<file path="src/rtl/lam_mul_arbiter.sv">
// Round-robin arbiter/sequencer sharing one FP16 log-approximate multiplier among NREQ requesters.
// Optional LAM_ZERO_BYPASS_EN: operations with a +/-0 operand skip the core and respond directly.
module lam_mul_arbiter #(
   parameter int NREQ = 4,
   parameter int ID_W = 2
) (
   input  logic                 clk,
   input  logic                 rst_n,
   input  logic [NREQ-1:0]      req_valid,
   output logic [NREQ-1:0]      req_ready,
   input  logic [16*NREQ-1:0]   req_a,
   input  logic [16*NREQ-1:0]   req_b,
   output logic                 mul_start,
   output logic [15:0]          mul_a,
   output logic [15:0]          mul_b,
   input  logic                 mul_done,
   input  logic [15:0]          mul_result,
   output logic                 rsp_valid,
   input  logic                 rsp_ready,
   output logic [ID_W-1:0]      rsp_id,
   output logic [15:0]          rsp_data,
   output logic                 busy,
   output logic [15:0]          op_count
);

   // Handshakes: a transfer happens on a rising edge where valid and ready are both high;
   // valid never waits on ready, and ready here only depends on state and req_valid.

   typedef enum logic [1:0] {IDLE, ISSUE, WAIT, RESP} state_t;

   state_t          state;
   state_t          state_nx;
   logic [ID_W-1:0] rr_ptr;
   logic [ID_W-1:0] winner;
   logic            found;
   logic [ID_W:0]   cand;
   logic [15:0]     sel_a;
   logic [15:0]     sel_b;
   logic            zero_op;

   // Search starts just past the last served requester and wraps modulo NREQ.
   always_comb begin
      found  = 1'b0;
      winner = '0;
      cand   = '0;
      for (int k = 1; k <= NREQ; k++) begin
         cand = {1'b0, rr_ptr} + (ID_W+1)'(k);
         if (cand >= (ID_W+1)'(NREQ)) cand = cand - (ID_W+1)'(NREQ);
         if (!found && req_valid[cand[ID_W-1:0]]) begin
            found  = 1'b1;
            winner = cand[ID_W-1:0];
         end
      end
   end

   always_comb begin
      sel_a = req_a[16*winner +: 16];
      sel_b = req_b[16*winner +: 16];
   end

`ifdef LAM_ZERO_BYPASS_EN
   assign zero_op = (sel_a[14:0] == 15'd0) || (sel_b[14:0] == 15'd0);
`else
   assign zero_op = 1'b0;
`endif

   always_ff @(posedge clk or negedge rst_n) begin
      if (!rst_n) state <= IDLE;
      else        state <= state_nx;
   end

   always_comb begin
      state_nx  = state;
      req_ready = '0;
      mul_start = 1'b0;
      rsp_valid = 1'b0;
      busy      = (state != IDLE);
      case (state)
         IDLE: begin
            if (found) begin
               req_ready = {{(NREQ-1){1'b0}}, 1'b1} << winner;
               state_nx  = zero_op ? RESP : ISSUE;
            end
         end
         ISSUE: begin
            mul_start = 1'b1;
            state_nx  = WAIT;
         end
         WAIT: begin
            if (mul_done) state_nx = RESP;
         end
         RESP: begin
            rsp_valid = 1'b1;
            if (rsp_ready) state_nx = IDLE;
         end
         default: state_nx = IDLE;
      endcase
   end

   always_ff @(posedge clk or negedge rst_n) begin
      if (!rst_n) begin
         rr_ptr   <= ID_W'(NREQ-1);
         mul_a    <= '0;
         mul_b    <= '0;
         rsp_id   <= '0;
         rsp_data <= '0;
         op_count <= '0;
      end else begin
         case (state)
            IDLE: begin
               if (found) begin
                  mul_a  <= sel_a;
                  mul_b  <= sel_b;
                  rsp_id <= winner;
                  if (zero_op) rsp_data <= {sel_a[15] ^ sel_b[15], 15'd0};
               end
            end
            WAIT: begin
               if (mul_done) rsp_data <= mul_result;
            end
            RESP: begin
               if (rsp_ready) begin
                  rr_ptr   <= rsp_id;
                  op_count <= op_count + 16'd1;
               end
            end
            default: ;
         endcase
      end
   end

endmodule

</file>
<file path="config.mk">
export PLATFORM = sky130hd
export DESIGN_NAME = lam_mul_arbiter
export DESIGN_NICKNAME = d
export VERILOG_FILES = /design/src/rtl/lam_mul_arbiter.sv
export SDC_FILE = /design/constraint.sdc
export NUM_CORES = 1
export LEC_CHECK = 0
export CORE_MARGIN = 8
export CORE_UTILIZATION = 30
export CTS_CLUSTER_DIAMETER = 150
export CTS_CLUSTER_SIZE = 28
export DETAILED_ROUTE_END_ITERATION = 6
export GPL_TIMING_DRIVEN = 0
export PLACE_DENSITY = 0.67
export SETUP_SLACK_MARGIN = 0.3
export SYNTH_ARGS = -nofsm -noshare
export SYNTH_HDL_FRONTEND = slang
export SYNTH_SLANG_ARGS = --single-unit
</file>
<file path="constraint.sdc">
create_clock -name clk -period 2.4 [get_ports clk]
set_input_delay 0.36 -clock clk [delete_from_list [all_inputs] [get_ports clk]]
set_output_delay 0.36 -clock clk [all_outputs]
set_load 0.01 [all_outputs]
</file>
# [After elaboration in Yosys (flattened, before gate mapping)]
# Cells that the tools add are included.
[totals] reg_bits=70 in_bits=152 output_inout_bits=73
[op_classes] add_sub_neg=9 magnitude_cmp=8 eq_ne=6 shift=3 n_mux=28 reduce_logical=12
[op_table] cell="$shiftx A64 B7 Y16" n=2
[op_table] cell="$mux W2" n=11
[op_table] cell="$add A16 B1 Y16 const B" n=1
[op_table] cell="$ge A3 B3 Y1 const B" n=4
[op_table] cell="$lt A2 B3 Y1 const B" n=4
[op_table] cell="$mux W1" n=10
[op_table] cell="$bmux W1 S2" n=4
[op_table] cell="$mux W4" n=2
[op_table] cell="$pmux W2 S4" n=1
[op_table] cell="$sub A2 B1 Y2 const B" n=4
[op_table] cell="$add A2 B2 Y3 const B" n=2
[op_table] cell="$ne A2 B2 Y1 const B" n=3
[op_table] cell="$reduce_and A2 Y1" n=3
[op_table] cell="$eq A2 B2 Y1 const B" n=2
[op_table] cell="$shl A1 B2 Y4 const A" n=1
[op_table] cell="$add A2 B1 Y3 const B" n=1
[op_table] cell="$add A2 B3 Y3 const B" n=1
[op_table] cell="$logic_and A1 B1 Y1" n=3
[op_table] cell="$logic_not A1 Y1" n=3
[op_table] cell="$reduce_and A3 Y1" n=1
[op_table] cell="$eq A2 B1 Y1 const B" n=1
[op_table] cell="$logic_not A2 Y1" n=1
[op_table] cell="$reduce_bool A2 Y1" n=1

# [Depth between registers and ports, before layout]
[depth] word_depth=18 depth_mapped=8

# [Least setup slack after synthesis]
# Ideal clock, no wire load.
[synth_timing] path_kind="register to output" from="register state[0]" to="output req_ready[2]" arrival_time_ns=1.532 required_ns=2.040 path_slack_ns=0.508 stages_incl_launch_ff=9 path_buffers=3 path_cell_list="dfrtp_1 -> inv_1 -> ha_1 -> nand2b_1 -> buf_2 -> or2_1 -> buf_2 -> buf_2 -> nor2_1"
[synth_between] elab_chain_cells=2
[synth_lines] element="start, declared" line="31" source="state_t state;"
[synth_lines] element="start signal, assigned" line="69" source="else state <= state_nx;"
[synth_lines] element="$logic_not A2 Y1" line="78" source="case (state)"
[synth_lines] element="$mux W4" line="78"
[synth_lines] element="end, declared" line="10" source="output logic [NREQ-1:0] req_ready,"
# No other way between the ends.

# [Final worst setup path]
[layout_timing] from="register rr_ptr[1]" to="output req_ready[2]"
[layout_between] elab_chain_cells=18 elab_cells_between_ends=41 classes_between="add/sub: 8; order compare: 4; shift: 1; mux: 22; reduce/logical: 6"
[layout_lines] element="start, declared" line="33" source="logic [ID_W-1:0] rr_ptr;"
[layout_lines] element="start signal, assigned" line="102" source="rr_ptr <= ID_W'(NREQ-1);"
[layout_lines] element="start signal, assigned" line="123" source="rr_ptr <= rsp_id;"
[layout_lines] element="$add A2 B1 Y3" line="47" source="cand = {1'b0, rr_ptr} + (ID_W+1)'(k);"
[layout_lines] element="$ge A3 B3 Y1 or $sub A2 B1 Y2 (tied branches)" line="48" source="if (cand >= (ID_W+1)'(NREQ)) cand = cand - (ID_W+1)'(NREQ);"
[layout_lines] element="$mux W2" line="48"
[layout_lines] element="$bmux W1 S2" line="49" source="if (!found && req_valid[cand[ID_W-1:0]]) begin"
[layout_lines] element="$mux W1 (not written as such)" line="49"
[layout_lines] element="$mux W1" line="49"
[layout_lines] element="$logic_not A1 Y1" line="49"
[layout_lines] element="$logic_and A1 B1 Y1" line="49"
[layout_lines] element="(+2 left out)"
[layout_lines] element="$logic_and A1 B1 Y1" line="49"
[layout_lines] element="$mux W1" line="49"
[layout_lines] element="$logic_not A1 Y1" line="49"
[layout_lines] element="$logic_and A1 B1 Y1" line="49"
[layout_lines] element="$mux W2" line="49"
[layout_lines] element="$shl A1 B2 Y4" line="81" source="req_ready = {{(NREQ-1){1'b0}}, 1'b1} << winner;"
[layout_lines] element="$mux W4 (*)" line="80" source="if (found) begin"
[layout_lines] element="$mux W4 (*)" line="78"
# Mark *: on every way between the ends. The rest lies on a longest branch, timed or not. The select of a mux whose other input is x is not followed.

==> run_results.csv <==
group,metric,value,unit
clocking,cts.sink_count,70,
layout,multiInputGateArea,0.00185,sq mm
synth,netlist.top_cell.by_area,"dfrtp_1",
sta,unrepaired_setup_endpoints_after_global_routing,"true",
setup_path,critical_path.top_delay_family,"flip-flops",
power_and_ir_drop,total_power_density_per_cell_area,1110,mW/mm^2
clocking,clk-insertion-delay-late,0.33,ns
setup_path,critical_path_arrival,1.91,ns
clocking,clock_path_buffers,2,
sta,number_of_failing_setup_endpoints_in_the_final_timing_report,0,
setup_path,critical_path.most_common_cell,"buf_6",
synth,postSynthRegisterBits,70,
placement,pre_cts_slack,-0.735,ns
synth,mappedNetlistNets,476,
sta,max_slew_margin,66.8,%
setup_path,critical_path.max_fanout,7,
placement,numPlacedInstances,691,
power_and_ir_drop,leakagePower,3.04,nW
power_and_ir_drop,power_switching,2.56,mW
synth,postSynthCellCount,319,
die,die_area,0.0159,sq mm
die,die_span_in_y,126,microns
clocking,root_buffer,"clkbuf_16",
die,floorplan.rows,40,
synth,synth_sequential_area_ratio,48.2,%
placement,finalWeightedCongestion,0.766,
setup_path,worstSetupStartpointType,"flip-flop",
setup_path,critPathRequiredTime,2.04,ns
synth,ys_types,34,
power_and_ir_drop,seq_power_share,26.0,%
placement,buffer_ports.inserted,224,
synth,netlist_area,0.00364,sq mm
synth,synth_top_cell_area_share,46.7,%
sta,period_needed,2.27,ns
layout,post-route-util,58.1,%
global_routing,grt_max_degree,47,
sta,fin_crit_sh,94.8,%
routing,detail_route.first_pass.iterations,4,
sta,post-route-worst-setup-slack,0.125,ns
layout,diodes,0,
global_routing,globalRouteOverflowTotal,0,
synth,postSynth.asyncResetShare,100,%
routing,route.detailed.drc,0,
routing,avgRoutedWirePerCell,18.7,microns
power_and_ir_drop,swShare,33.3,%
layout,final_nets,738,
sta,final_max_slew_viol_count,0,
setup_path,worst-setup-path-type,"reg2out",
global_routing,first_global_vias,4006,
synth,syn_area_per_cell,11.4,sq um
clocking,clk_pin_slew,0.06,ns
sta,finClkSkew,0.00451,ns
setup_path,critical_path_buf_inv_count,4,
die,fp.coreArea,0.0119,sq mm
setup_path,worst_path_max_delay_cell,"dfstp_2",
setup_path,critical_path.endpoint_type,"primary output",
clocking,cts_made_buffers,9,
sta,totalNegativeSetupSlack,0,ns
global_routing,grt_use_total,16.8,%
global_routing,grt_antenna_before_repair,0,
die,initial_core_util,30.6,%
routing,vias,3529,
setup_path,cpPeakStageDelay,0.60,ns
placement,hpwlAfterDp,10600,microns
layout,area.growth.synth_to_final,90.1,%
sta,finalHoldViolations,0,
hold_path,hp-class,"in2async",
sta,max_clock_freq,440,MHz
outcome,status,"completed",
synth,synth-edff-count,0,
synth,ys_top_cells_by_area,"dfrtp_1 47%, mux2i_1 18%, o221ai_1 7.7%, mux2_1 5.6%, nand2_1 5.1%",
routing,detail_route.iter0.violations,172,
layout,post_layout_nonfiller_instances,733,
routing,detail_route.wirelength,13700,microns
routing,drt-vias-per-instance,4.81,
layout,drive_gt1_share,14.7,%
global_routing,grt_first_pass_wirelength,21200,microns
sta,worst_slew_pin_slew,0.499,ns
job,max_cap_violations,0,
die,dieWidth,126,microns
synth,yosysWarnings,0,
layout,regArea,0.00175,sq mm
die,io_pins,225,
power_and_ir_drop,combPwrFrac,53.8,%
clocking,tritoncts,"done",
synth,yosys_most_used_dff,"dfrtp_1",
layout,layout.filler_cells,1033,
power_and_ir_drop,clkPwrFrac,20.2,%
routing,detail-route-antenna-nets,0,
clocking,ctsHtreeMaxLevel,3,
setup_path,critical_path.cell_chain,"buf_6 -> mux2i_2 -> o221ai_2 -> buf_6 -> buf_6 -> nor2_2 -> buf_2",
power_and_ir_drop,internal_power,5.13,mW
power_and_ir_drop,worst_ir_drop_vdd,532,uV
[layout by cell type (no fill, tap or decap), types with 2 or more instances in the layout]
cell,instances
and3_1,2
buf_12,8
buf_2,6
buf_4,19
buf_6,7
buf_8,2
bufinv_16,3
clkbuf_1,4
clkbuf_16,12
clkdlybuf4s50_1,215
clkinv_2,2
dfrtp_1,68
dfstp_2,2
dlygate4sd2_1,4
ha_1,4
inv_1,3
inv_2,2
mux2_1,18
mux2i_1,58
mux2i_2,4
mux2i_4,3
nand2_1,49
nand2b_1,5
nand3_1,2
nand4_1,2
nor2_1,7
nor2_2,2
nor2b_1,2
o221ai_1,31
o221ai_2,2
xnor2_1,10
xor2_1,5
[repair_timing]
action                     in CTS  in global routing
setup buffers                  13                  9
hold buffers                    1                  0
setup endpoints to repair      34                 30
gates resized for setup        46                 36
pin swaps                       7                 10
hold endpoints to repair       24                  0
cloned                          0                  3
[metal layers]
metal / vias up / share of wire (%) / global-route usage (%)
met1: 1691 / 39 / 17.8
met4: 0 / 1.2 / 4.46
met3: 11 / 8.8 / 7.85
met5: - / 0 / 0
met2: 142 / 51 / 29.4
li1: 1685 / - / -
[power by group through the flow]
stage / Clock (mW) / Sequential, mW / Combinational (mW)
5_1_grt: 1.64 / 2.08 / 4.44
6_report: 1.55 / 2.00 / 4.14
3_5_place_dp: 0 / 2.02 / 3.48
4_1_cts: 1.59 / 2.00 / 3.76
2_1_floorplan: 0 / 2.20 / 1.52
3_3_place_gp: 0 / 2.00 / 3.43
[flip-flops by register name (all words and copies together), names as in the netlist]
signal,flops
mul_a,16
mul_b,16
op_count,16
rr_ptr,2
rsp_data,16
rsp_id,2
state,2
[kinds of logic after synthesis]
group | Yosys count | synth area share (%)
buffers and inverters | 26 | 3.85
XOR/XNOR | 15 | 3.61
adder cells (fa/ha/maj) | 5 | 1.72
multiplexers | 84 | 23.7
AO/OA/AOI/OAI | 41 | 9.59
AND/OR/NAND/NOR | 78 | 9.31
flip-flops | 70 | 48.2
[layout make-up]
type,instances,share of cell area [%]
Multi-Input combinational cell,223,26.7
Inverter,5,0.271
Clock inverter,6,1.57
Sequential cell,70,25.3
Buffer,21,3.43
Tap cell,147,2.66
Timing Repair Buffer,251,36.6
Clock buffer,10,3.45
[stage by stage]
step           area (sq um)  hold slack (ns)  power, mW
6_report               6920            0.480       7.69
5_1_grt                6920            0.503       8.16
4_1_cts                6610            0.472       7.36
3_5_place_dp           6090            0.297       5.50
3_3_place_gp           6070            0.463       5.43
2_1_floorplan          3640           0.0644       3.72
[final timing paths]
path | from | endpoint | slack, ns | cells after the start
max | rr_ptr[1]$_DFFE_PN1P_ | req_ready[2] | 0.13 | 7
min | rst_n | rsp_data[10]$_DFFE_PN0P_ | 0.48 | 2
max reg2reg | rr_ptr[1]$_DFFE_PN1P_ | mul_a[4]$_DFFE_PN0P_ | 0.32 | 9
min reg2reg | op_count[15]$_DFFE_PN0P_ | op_count[15]$_DFFE_PN0P_ | 0.48 | 1
max in group asynchronous | rst_n | rr_ptr[1]$_DFFE_PN1P_ | 1.32 | 3
min in group clk | op_count[15]$_DFFE_PN0P_ | op_count[15]$_DFFE_PN0P_ | 0.48 | 1
[synthesized netlist by cell type (all sizes together), types with 2 or more instances]
library cell / instances
dfrtp: 68
mux2i: 65
nand2: 49
o221ai: 33
mux2: 19
buf: 16
xnor2: 10
nor2: 9
clkbuf: 5
ha: 5
inv: 5
nand2b: 5
xor2: 5
nor2b: 4
a21oi: 2
and3: 2
dfstp: 2
nand3: 2
nand4: 2
o21ai: 2
Power figures use the tool's default switching activity.
